File: src/rtl/uart_tx_mmio.sv
// Memory-mapped 8N1 UART transmitter on the core store port.
// TXDATA stores feed a small FIFO that a bit-serial FSM drains, and STATUS reports overflow/full/busy.
module uart_tx_mmio #(
    parameter logic [31:0] BASE_ADDR    = 32'h0000_0400,
    parameter int          CLKS_PER_BIT = 8,
    parameter int          FIFO_DEPTH   = 4
) (
    input  logic        clk,
    input  logic        reset_n,
    input  logic        we,
    input  logic [31:0] addr,
    input  logic [31:0] wd,
    output logic        sel,
    output logic [31:0] rdata,
    output logic        tx,
    output logic        tx_busy,
    output logic        overflow
);
    localparam int PTR_W = $clog2(FIFO_DEPTH);
    localparam int CNT_W = $clog2(FIFO_DEPTH + 1);
    localparam int BIT_W = $clog2(CLKS_PER_BIT);
    localparam logic [CNT_W-1:0] FULL_CNT  = CNT_W'(FIFO_DEPTH);
    localparam logic [BIT_W-1:0] LAST_TICK = BIT_W'(CLKS_PER_BIT - 1);

    typedef enum logic [1:0] {IDLE, START, DATA, STOP} state_t;

    state_t           state_q, state_d;
    logic [BIT_W-1:0] tick_q, tick_d;
    logic [2:0]       bit_idx_q, bit_idx_d;
    logic [7:0]       shift_q, shift_d;
    logic             tx_q, tx_d;
    logic             overflow_q, overflow_d;
    logic [PTR_W-1:0] wr_ptr_q, rd_ptr_q;
    logic [CNT_W-1:0] count_q, count_d;
    logic [7:0]       mem_q [FIFO_DEPTH];

    logic wr_data, wr_status, empty, full, bit_end, pop, push_ok, drop;
    logic unused_bits;

    assign sel         = (addr[31:3] == BASE_ADDR[31:3]);
    assign wr_data     = we & sel & ~addr[2];
    assign wr_status   = we & sel &  addr[2];
    assign empty       = (count_q == '0);
    assign full        = (count_q == FULL_CNT);
    assign bit_end     = (tick_q == LAST_TICK);
    assign push_ok     = wr_data & (~full | pop);
    assign drop        = wr_data & full & ~pop;
    assign unused_bits = ^{addr[1:0], wd[31:8]};

    // NOTE: every variable written here gets a default first, so no path can infer a latch.
    always_comb begin
        state_d   = state_q;
        tick_d    = bit_end ? '0 : tick_q + 1'b1;
        bit_idx_d = bit_idx_q;
        shift_d   = shift_q;
        pop       = 1'b0;
        unique case (state_q)
            IDLE: begin
                tick_d = '0;
                if (!empty) begin
                    pop     = 1'b1;
                    shift_d = mem_q[rd_ptr_q];
                    state_d = START;
                end
            end
            START: begin
                if (bit_end) begin
                    state_d   = DATA;
                    bit_idx_d = '0;
                end
            end
            DATA: begin
                if (bit_end) begin
                    shift_d   = shift_q >> 1;
                    bit_idx_d = bit_idx_q + 1'b1;
                    if (bit_idx_q == 3'd7) state_d = STOP;
                end
            end
            STOP: begin
                if (bit_end) begin
                    if (!empty) begin
                        pop     = 1'b1;
                        shift_d = mem_q[rd_ptr_q];
                        state_d = START;
                    end else begin
                        state_d = IDLE;
                    end
                end
            end
            default: state_d = IDLE;
        endcase

        // tx follows the state being entered so the flop output matches the current state.
        unique case (state_d)
            START:   tx_d = 1'b0;
            DATA:    tx_d = shift_d[0];
            default: tx_d = 1'b1;
        endcase

        unique case ({push_ok, pop})
            2'b10:   count_d = count_q + 1'b1;
            2'b01:   count_d = count_q - 1'b1;
            default: count_d = count_q;
        endcase

        if (drop)                  overflow_d = 1'b1;
        else if (wr_status & wd[0]) overflow_d = 1'b0;
        else                       overflow_d = overflow_q;
    end

    // NOTE: sequential state uses non-blocking assignments only, so every flop samples pre-edge values.
    always_ff @(posedge clk or negedge reset_n) begin
        if (!reset_n) begin
            state_q    <= IDLE;
            tick_q     <= '0;
            bit_idx_q  <= '0;
            shift_q    <= '0;
            tx_q       <= 1'b1;
            overflow_q <= 1'b0;
            wr_ptr_q   <= '0;
            rd_ptr_q   <= '0;
            count_q    <= '0;
        end else begin
            state_q    <= state_d;
            tick_q     <= tick_d;
            bit_idx_q  <= bit_idx_d;
            shift_q    <= shift_d;
            tx_q       <= tx_d;
            overflow_q <= overflow_d;
            wr_ptr_q   <= wr_ptr_q + PTR_W'(push_ok);
            rd_ptr_q   <= rd_ptr_q + PTR_W'(pop);
            count_q    <= count_d;
        end
    end

    // NOTE: the FIFO storage has no reset; clearing the pointers and count is enough to empty it.
    always_ff @(posedge clk) begin
        if (push_ok) mem_q[wr_ptr_q] <= wd[7:0];
    end

    assign tx       = tx_q;
    assign overflow = overflow_q;
    assign tx_busy  = (state_q != IDLE) | ~empty;
    assign rdata    = (sel & addr[2]) ? {29'b0, overflow_q, full, tx_busy} : 32'b0;

endmodule

File: config.mk
export PLATFORM = sky130hd
export DESIGN_NAME = uart_tx_mmio
export DESIGN_NICKNAME = d
export VERILOG_FILES = /design/src/rtl/uart_tx_mmio.sv
export SDC_FILE = /design/constraint.sdc
export NUM_CORES = 1
export LEC_CHECK = 0
export ABC_AREA = 1
export BUFFER_PORTS_ARGS = -buffer_cell sky130_fd_sc_hd__clkbuf_2
export CORE_MARGIN = 2
export CORE_UTILIZATION = 50
export CTS_CLUSTER_SIZE = 16
export DETAILED_ROUTE_END_ITERATION = 8
export GPL_TIMING_DRIVEN = 0
export PLACE_DENSITY_LB_ADDON = 0.2
export SLEW_MARGIN = 10
export SYNTH_ARGS = -nofsm -noshare
export SYNTH_HDL_FRONTEND = slang
export SYNTH_SLANG_ARGS = --single-unit
File: constraint.sdc
create_clock -name clk -period 2.8 [get_ports clk]
set_clock_uncertainty 0.05 [all_clocks]
set_input_delay 0.28 -clock clk [delete_from_list [all_inputs] [get_ports clk]]
set_output_delay 0.28 -clock clk [all_outputs]
set_load 0.02 [all_outputs]
After elaboration in Yosys (flattened, before gate mapping)
Memory sizes are Yosys's and may differ from the RTL's.
Index checks and enable logic that the tools add are counted.
{ "op_classes": {"n_reduce_logical": 9, "mul": 0, "muxes": 26, "bitwise_logic": 14, "add_sub_neg": 6, "div_mod_pow": 0, "shift": 0, "order_cmp": 0, "eq_ne": 14} }
{ "op_table": {"columns": ["op", "count"], "rows": [
  ["$eq 29x8->1 const B", 1],
  ["$mux 8", 3],
  ["$pmux 8 s3", 1],
  ["$mux 3", 5],
  ["$pmux 3 s2", 2],
  ["$mux 2", 5],
  ["$add 3x1->3 const B", 3],
  ["$eq 3x3->1 const B", 3],
  ["$and 1x1->1", 8],
  ["$eq 2x2->1 const B", 4],
  ["$pmux 2 s4", 1],
  ["$reduce_bool 2->1", 4],
  ["$mux 1", 7],
  ["$eq 2x1->1 const B", 3],
  ["$ne 2x2->1 const B", 3],
  ["$reduce_and 3->1", 2],
  ["$add 2x1->2", 2],
  ["$not 1->1", 4],
  ["$pmux 1 s2", 2],
  ["$logic_not 3->1", 1],
  ["$reduce_bool 3->1", 1],
  ["$sub 3x1->3 const B", 1],
  ["$logic_not 2->1", 1],
  ["$or 1x1->1", 2]
]} }
{ "totals": {"latch_bits": 0, "register_bits": 25, "wordCells": 80, "ramBits": 32, "output_inout_bits": 36, "n_memories": 1, "mem_bits_ro": 0} }
{ "mem_list": {"columns": ["memory", "words", "width", "rd", "rd_clocked_by_memory_dff", "wr", "line_no", "source"], "rows": [
  ["mem_q", 4, 8, 1, 0, 1, "35", "logic [7:0] mem_q [FIFO_DEPTH];"]
]} }

Longest topological paths before layout
Gate-level depths: netlist (run 1).
{ "logic_depth": {"depth_word": 8, "depth_mapped": 16, "ltp_nobuf": 15} }

Worst setup path after synthesis (run 1)
No wires, ideal clock.
{ "synth_path": {"kind": "flip-flop to flip-flop", "start": "register tick_q[0]", "end": "register count_q[2]", "n_path_buf": 1, "period_less_slack_ns": 2.427, "setup_ns": 0.131, "t_arrival_ns": 2.247, "path_stages_with_launch": 17, "path_slack_ns": 0.373, "path_cell_list": "dfrtp_1 ha_1 ha_1 buf_4 nand2_4 nand2_4 nand2_2 inv_2 nand2_2 nand2_2 nand3_2 ha_1 inv_1 fa_1 a21oi_1 o21ai_0 xor2_1"} }
{ "synth_between": {"elab_chain_cells": 7, "elab_cells_between_ends": 9, "cone_classes": "eq/ne: 3; mux: 3; bitwise: 2; reduce/logical: 1"} }
{ "synth_lines": {"columns": ["element", "line_no", "source"], "rows": [
  ["start, declared", "28", "logic [BIT_W-1:0] tick_q, tick_d;"],
  ["start signal, assigned", "125", "tick_q <= tick_d;"],
  ["$eq 3x3->1 (*)", "45", "assign bit_end = (tick_q == LAST_TICK);"],
  ["$mux 1 (*)", "80", "if (bit_end) begin"],
  ["$pmux 1 s2 (*)", "57", "unique case (state_q)"],
  ["$or 1x1->1", "46", "assign push_ok = wr_data & (~full | pop);"],
  ["$and 1x1->1", "46", null],
  ["$eq 2x1->1 / $eq 2x2->1 (equally long branches)", "100", "unique case ({push_ok, pop})"],
  ["$pmux 3 s2 / $reduce_bool 2->1 (equally long branches)", null, null],
  ["end signal, assigned", "132", "count_q <= count_d;"],
  ["end, declared", "34", "logic [CNT_W-1:0] count_q, count_d;"]
]} }
Mark *: on every way between the ends. The rest lies on a longest branch, timed or not.
A chain may end at the register's enable or synchronous reset.

Final worst setup path (run 1)
Same ends and word-level chain as after synthesis.

==> results of run 1 <==
worst max-delay path by stage:
stage / start / end / cells past startpoint / slack (ns)
2_1_floorplan: tick_q[0]$_DFF_PN0_ / count_q[2]$_DFFE_PN0P_ / 16 / 0.37
3_3_place_gp: state_q[1]$_DFF_PN0_ / count_q[2]$_DFFE_PN0P_ / 15 / 0.21
3_5_place_dp: state_q[1]$_DFF_PN0_ / count_q[2]$_DFFE_PN0P_ / 15 / 0.15
4_1_cts: state_q[1]$_DFF_PN0_ / count_q[2]$_DFFE_PN0P_ / 15 / 0.14
5_1_grt: tick_q[0]$_DFF_PN0_ / count_q[2]$_DFFE_PN0P_ / 16 / 0.02
6_report: tick_q[0]$_DFF_PN0_ / count_q[2]$_DFFE_PN0P_ / 16 / 0.24
through the flow:
step | utilization | cells | total power (W)
2_1_floorplan | - | 377 | 0.000978
3_3_place_gp | 0.594 | 499 | 0.00101
3_5_place_dp | 0.594 | 499 | 0.00102
4_1_cts | 0.628 | 516 | 0.00176
5_1_grt | 0.631 | 516 | 0.00183
6_report | 0.631 | 516 | 0.00175
layer usage:
| metal | part of all wire | vias to the layer above |
|---|---|---|
| met5 | 0 | - |
| met4 | 0.0044 | 0 |
| met3 | 0.054 | 4 |
| met2 | 0.50 | 60 |
| met1 | 0.44 | 1047 |
| li1 | - | 1225 |
state kept, by name, indices dropped and copies added, names as in the netlist:
signal     flops
bit_idx_q      3
count_q        3
mem_q         32
overflow       1
rd_ptr_q       2
shift_q        8
state_q        2
tick_q         3
tx             1
wr_ptr_q       2
worst max-delay path, stage by stage, from the launching register on:
cell and delay (ns):
dfrtp_1 0.39, ha_1 0.20, ha_1 0.17, buf_4 0.17, nand2_4 0.08, nand2_4 0.08, nand2_2 0.08, inv_2 0.04
nand2_2 0.08, nand2_2 0.08, nand3_4 0.11, ha_1 0.14, inv_1 0.08, fa_2 0.35, a21oi_2 0.13, o21ai_1 0.09
xor2_1 0.14
synth_stat cells, drive strengths merged:
cell,n
nor2,55
inv,39
dfstp,1
nand3,19
ha,12
xor2,3
buf,35
edfxtp,32
o21ai,26
fa,1
a21oi,5
a22o,2
xnor2,2
nand4,2
nand2,87
or2,1
dfrtp,24
conb,1
nor3,2
cell type report:
class                   instances  area (µm²)  area share
flip-flops and latches         57        1590       0.421
multi-input cells             246        1230       0.326
plain buffers                  35         275      0.0728
repair buffers                 48         245      0.0649
inverters                      39         146      0.0387
clock buffers                  10         128      0.0338
well taps                      75        93.8      0.0248
clock inverters                 6        67.6      0.0179
layout by cell type (no fill, tap or decap), types with 3 or more instances in the layout:
master and n:
nand2_4 3, o21ai_0 20, conb_1 29, clkbuf_8 9, ha_1 12, inv_1 35
a21oi_1 4, inv_2 4, nand2_1 80, nand2_2 4, dfrtp_1 23, edfxtp_1 32
xor2_1 3, nand3_1 17, clkbuf_2 47, nor2_1 52, o21ai_1 4, buf_4 30
buf_6 4
repair_timing:
item / in CTS / in global routing
gates resized for setup: 0 / 5
hold buffers: 1 / 0
hold endpoints to repair: 24 / 0
setup endpoints to repair: 0 / 1
logic make-up after synthesis:
kind of cell,count (synthesis),share of synthesized area
buffers and inverters,74,0.135
flip-flops,57,0.508
AND/OR/NAND/NOR,166,0.229
AO/OA/AOI/OAI,33,0.0577
XOR/XNOR,5,0.0140
other,1,0.00120
adder cells (fa/ha/maj),13,0.0545
report_power, final:
group / internal (W) / switching (W)
clock network: 0.000413 / 0.000340
logic: 0.0000511 / 0.0000626
registers: 0.000888 / 0.00000000000393
total: 0.00135 / 0.000402
==> results.sh, run 1 <==
export IMPL_syn_inst=349
export IMPL_avgViaCountPerCell=4.53
export IMPL_drive_gt1_frac=0.270
export IMPL_ant_nets=0
export IMPL_insertion_delay_ns=0.33
export IMPL_grt_use_total=0.182
export IMPL_diodes=0
export IMPL_dieWidth_um=83.0
export IMPL_critPathCaptureType="flip-flop"
export IMPL_hold_depth=1
export IMPL_met3_usage=0.0577
export IMPL_ir_worst_vdd_v=0.000474
export IMPL_synth_distinct_cells=29
export IMPL_nFillCells=539
export IMPL_cts_setup_buffers=0
export IMPL_synth_seq_area_share=0.508
export IMPL_ys_top_cells_by_area="edfxtp_1 (31%), dfrtp_1 (19%), nand2_1 (9.6%)"
export IMPL_syn_avg_cell_area_um2=8.95
export IMPL_synth_top_area_frac=0.308
export IMPL_drt_pass1_iterations=4
export IMPL_wl_per_cell_um=11.1
export IMPL_grt_pass1_wl_um=10000
export IMPL_relSlewSlack=0.453
export IMPL_hp_start="wd[2]"
export IMPL_cp_start_kind="flip-flop"
export IMPL_cts_buffers=9
export IMPL_final_min_clock_period_ns=2.56
export IMPL_cp_required_ns=2.96
export IMPL_cts_clk_slew_worst_paths_ns=0.07
export IMPL_rr_worst_depth=16
export IMPL_hold_viol_final=0
export IMPL_ctsLongestPathBuffers=2
export IMPL_gp_congestion=0.766
export IMPL_crit_type="flip-flop to flip-flop"
export IMPL_fin_nets=516
export IMPL_num_io_pins=103
export IMPL_worstHoldPathType="input port to flip-flop"
export IMPL_start_util=0.522
export IMPL_dp_hpwl_um=4220
export IMPL_fmax_mhz=390
export IMPL_core_rowCount=28
export IMPL_worst_pin_slew_ns=0.818
export IMPL_ys_seq_elements=57
export IMPL_dieHeight_um=83.0
export IMPL_grt_use_met2=0.317
export IMPL_htree_levels=3
export IMPL_busiest_layer="met2"
export IMPL_grt_max_degree=26
export IMPL_cp_max_fo=9
export IMPL_areaGrowthSynthToFinish_pct=20.9
export IMPL_synth_top_cell_by_area="edfxtp_1"
export IMPL_die_area_um2=6900
export IMPL_status="completed"
export IMPL_num_vias=2336
export IMPL_grt_pass1_vias=2234
export IMPL_r2r_start="tick_q[0]$_DFF_PN0_"
export IMPL_drv_cap=0
export IMPL_setup_violations=0
export IMPL_tns_ns=0
export IMPL_cts_root_buf="clkbuf_8"
export IMPL_antenna_found_initial=0
export IMPL_core_area_um2=5990
export IMPL_final_area_um2=3780
export IMPL_yosys_warnings=0
export IMPL_rsz0062_at_grt="false"
export IMPL_drv_slew=0
export IMPL_min_to="mem_q[2][2]$_DFFE_PP_"
export IMPL_synth_area_um2=3120
export IMPL_grtUsageMet1=0.221
export IMPL_cts_tree="yes"
export IMPL_r2r_end="count_q[2]$_DFFE_PN0P_"
export IMPL_fin_ws_ns=0.236
export IMPL_power_leakage_nw=1.93
export IMPL_cts_sinks=57
export IMPL_powerDensity_nw_per_um2=464
export IMPL_fin_crit_sh=0.916
export IMPL_io_buffer_count=47
export IMPL_ff2ff_setup_slack_ns=0.24
export IMPL_dp_slack_ns=0.155
export IMPL_arrival_ns=2.73
export IMPL_drc=0
export IMPL_drtIter0Drc=111
export IMPL_placed_cell_area_um2=3560
export IMPL_holdWs_ns=0.114
export IMPL_grt_ovfl_total=0
export IMPL_wirelength_um=5740
Power figures use the tool's default switching activity.
==> inputs of run 2 (changes only) <==
--- a/constraint.sdc
+++ b/constraint.sdc
@@ -4,2 +4,2 @@
 set_output_delay 0.28 -clock clk [all_outputs]
-set_load 0.02 [all_outputs]
+set_load 0.1 [all_outputs]
==> run 2 against run 1 <==
Net effect: flip-flop and latch count unchanged; critical path type unchanged; non-clock buffer count unchanged; core utilization shrank 0.54 points; sequential share of layout area rose by 0.37 points; critical endpoint unchanged; first-iteration DRC count is 39% lower; highest routed layer unchanged; largest cell class unchanged; setup slack improved by 0.0036 ns; cell count is the same.
==> results.sh, run 2 (synthesized netlist as in run 1, its figures left out) <==
export IMPL_rsz0062_at_grt="false"
export IMPL_diodes=0
export IMPL_largest_reg_flops=32
export IMPL_rr_worst_depth=15
export IMPL_ctsLongestPathBuffers=2
export IMPL_grt_pass1_vias=2217
export IMPL_htree_levels=3
export IMPL_ir_worst_vdd_v=0.000267
export IMPL_dieHeight_um=83.0
export IMPL_antenna_found_initial=0
export IMPL_cts_sinks=57
export IMPL_wl_per_cell_um=10.8
export IMPL_fin_nets=516
export IMPL_num_io_pins=103
export IMPL_crit_buf_inv=4
export IMPL_cts_clk_slew_worst_paths_ns=0.07
export IMPL_multi_input_area_um2=1230
export IMPL_num_vias=2379
export IMPL_fin_ws_ns=0.240
export IMPL_start_util=0.522
export IMPL_cts_tree="yes"
export IMPL_setup_violations=0
export IMPL_drv_slew=0
export IMPL_nFillCells=513
export IMPL_regMostFlops="mem_q"
export IMPL_cts_buffers=9
export IMPL_final_common_cell="nand2_1"
export IMPL_wirelength_um=5600
export IMPL_hold_depth=1
export IMPL_dp_hpwl_um=4070
export IMPL_status="completed"
export IMPL_worst_pin_slew_ns=0.809
export IMPL_cts_root_buf="clkbuf_8"
export IMPL_insertion_delay_ns=0.33
export IMPL_ff2ff_setup_slack_ns=0.24
export IMPL_drt_pass1_iterations=4
export IMPL_grt_ovfl_total=0
export IMPL_powerDensity_nw_per_um2=477
export IMPL_relSlewSlack=0.459
export IMPL_crit_slowest_cell="dfrtp_1"
export IMPL_fin_crit_sh=0.914
export IMPL_grt_use_total=0.178
export IMPL_core_area_um2=5990
export IMPL_fmax_mhz=391
export IMPL_largest_registers="mem_q (32), shift_q (8)"
export IMPL_cp_required_ns=2.97
export IMPL_areaGrowthSynthToFinish_pct=19.9
export IMPL_drive_gt1_frac=0.270
export IMPL_seqCellArea_um2=1590
export IMPL_drc=0
export IMPL_avgViaCountPerCell=4.61
export IMPL_arrival_ns=2.73
export IMPL_critPathTopFamily="adder cells"
export IMPL_crit_type="flip-flop to flip-flop"
export IMPL_cp_cell_sequence="inv_1 -> ha_1 -> inv_1 -> nand2_4 -> nand2_2 -> inv_2 -> nand2_2 -> nand2_2 -> nand3_2 -> ha_1 -> inv_1 -> fa_2 -> a21oi_1 -> o21ai_1 -> xor2_1"
export IMPL_tns_ns=0
export IMPL_die_area_um2=6900
export IMPL_worstHoldPathType="input port to flip-flop"
export IMPL_cp_max_fo=8
export IMPL_cp_depth=15
export IMPL_gp_congestion=0.792
export IMPL_final_min_clock_period_ns=2.56
export IMPL_dp_slack_ns=0.178
export IMPL_ant_nets=0
export IMPL_grt_max_degree=26
export IMPL_drtIter0Drc=68
export IMPL_cp_start_kind="flip-flop"
export IMPL_hold_viol_final=0
export IMPL_io_buffer_count=47
export IMPL_dieWidth_um=83.0
export IMPL_core_rowCount=28
export IMPL_drv_cap=0
export IMPL_cp_slowest_stage_delay_ns=0.46
export IMPL_grt_pass1_wl_um=9670
export IMPL_critPathCaptureType="flip-flop"
export IMPL_final_cell_mix="nand2_1 (80), nor2_1 (52), clkbuf_2 (47), inv_1 (35), edfxtp_1 (32)"
export IMPL_power_leakage_nw=1.92
[run 2: cell types whose count changed in the layout (fill, tap and decap cells not counted), sizes merged]
cell	before	now
bufinv	1	0
clkbuf	57	56
clkinv	2	4
[run 2: layout make-up]
cell class,count,share of cell area
well taps,75,0.0251
clock inverters,7,0.0124
clock buffers,9,0.0331
flip-flops and latches,57,0.424
inverters,39,0.0391
repair buffers,48,0.0655
plain buffers,35,0.0735
multi-input cells,246,0.327
[run 2: final timing paths]
check                                         end            startpoint
max in group asynchronous    state_q[1]$_DFF_PN0_               reset_n
max reg2reg                count_q[2]$_DFFE_PN0P_  state_q[0]$_DFF_PN0_
min in group asynchronous     tick_q[2]$_DFF_PN0_               reset_n
min reg2reg                   tick_q[0]$_DFF_PN0_   tick_q[0]$_DFF_PN0_
min                         mem_q[3][7]$_DFFE_PP_                 wd[7]
max                        count_q[2]$_DFFE_PN0P_  state_q[0]$_DFF_PN0_
[run 2: metal layers]
| metal | track usage | share of wire |
|---|---|---|
| met5 | 0 | 0 |
| met4 | 0.101 | 0.024 |
| met3 | 0.0437 | 0.076 |
| met2 | 0.301 | 0.47 |
| met1 | 0.206 | 0.43 |
[run 2: power by group]
part | internal (W) | switching [W] | leakage, nW | total (W)
clock network | 0.000318 | 0.000332 | 0.0830 | 0.000650
registers | 0.000888 | 0.00000000000391 | 0.595 | 0.000888
logic | 0.0000518 | 0.000197 | 1.24 | 0.000248
[run 2: through the flow]
| step | hold WS (ns) | power [W] | std cells | cell area (µm²) | utilization |
|---|---|---|---|---|---|
| 3_3_place_gp | 0.287 | 0.00115 | 499 | 3560 | 0.595 |
| 2_1_floorplan | -0.0656 | 0.00111 | 377 | 3230 | - |
| 5_1_grt | 0.109 | 0.00185 | 516 | 3750 | 0.625 |
| 6_report | 0.110 | 0.00179 | 516 | 3750 | 0.625 |
| 3_5_place_dp | 0.297 | 0.00115 | 499 | 3560 | 0.595 |
| 4_1_cts | 0.0957 | 0.00180 | 516 | 3740 | 0.625 |
[run 2: worst register-to-register path, cell delays in order, from the launching register on]
cell     delay (ns)
dfrtp_1        0.46
inv_1          0.12
ha_1           0.28
inv_1          0.14
nand2_4        0.09
nand2_2        0.08
inv_2          0.04
nand2_2        0.08
nand2_2        0.06
nand3_2        0.12
ha_1           0.15
inv_1          0.06
fa_2           0.34
a21oi_1        0.15
o21ai_1        0.09
xor2_1         0.14
[run 2: timing repair]
item                                    4_1_cts  5_1_grt
hold endpoints to repair                     24        0
endpoints found under the setup margin        0        1
gates resized for setup                       0        3
setup buffers                                 0        0
hold buffers                                  1        0
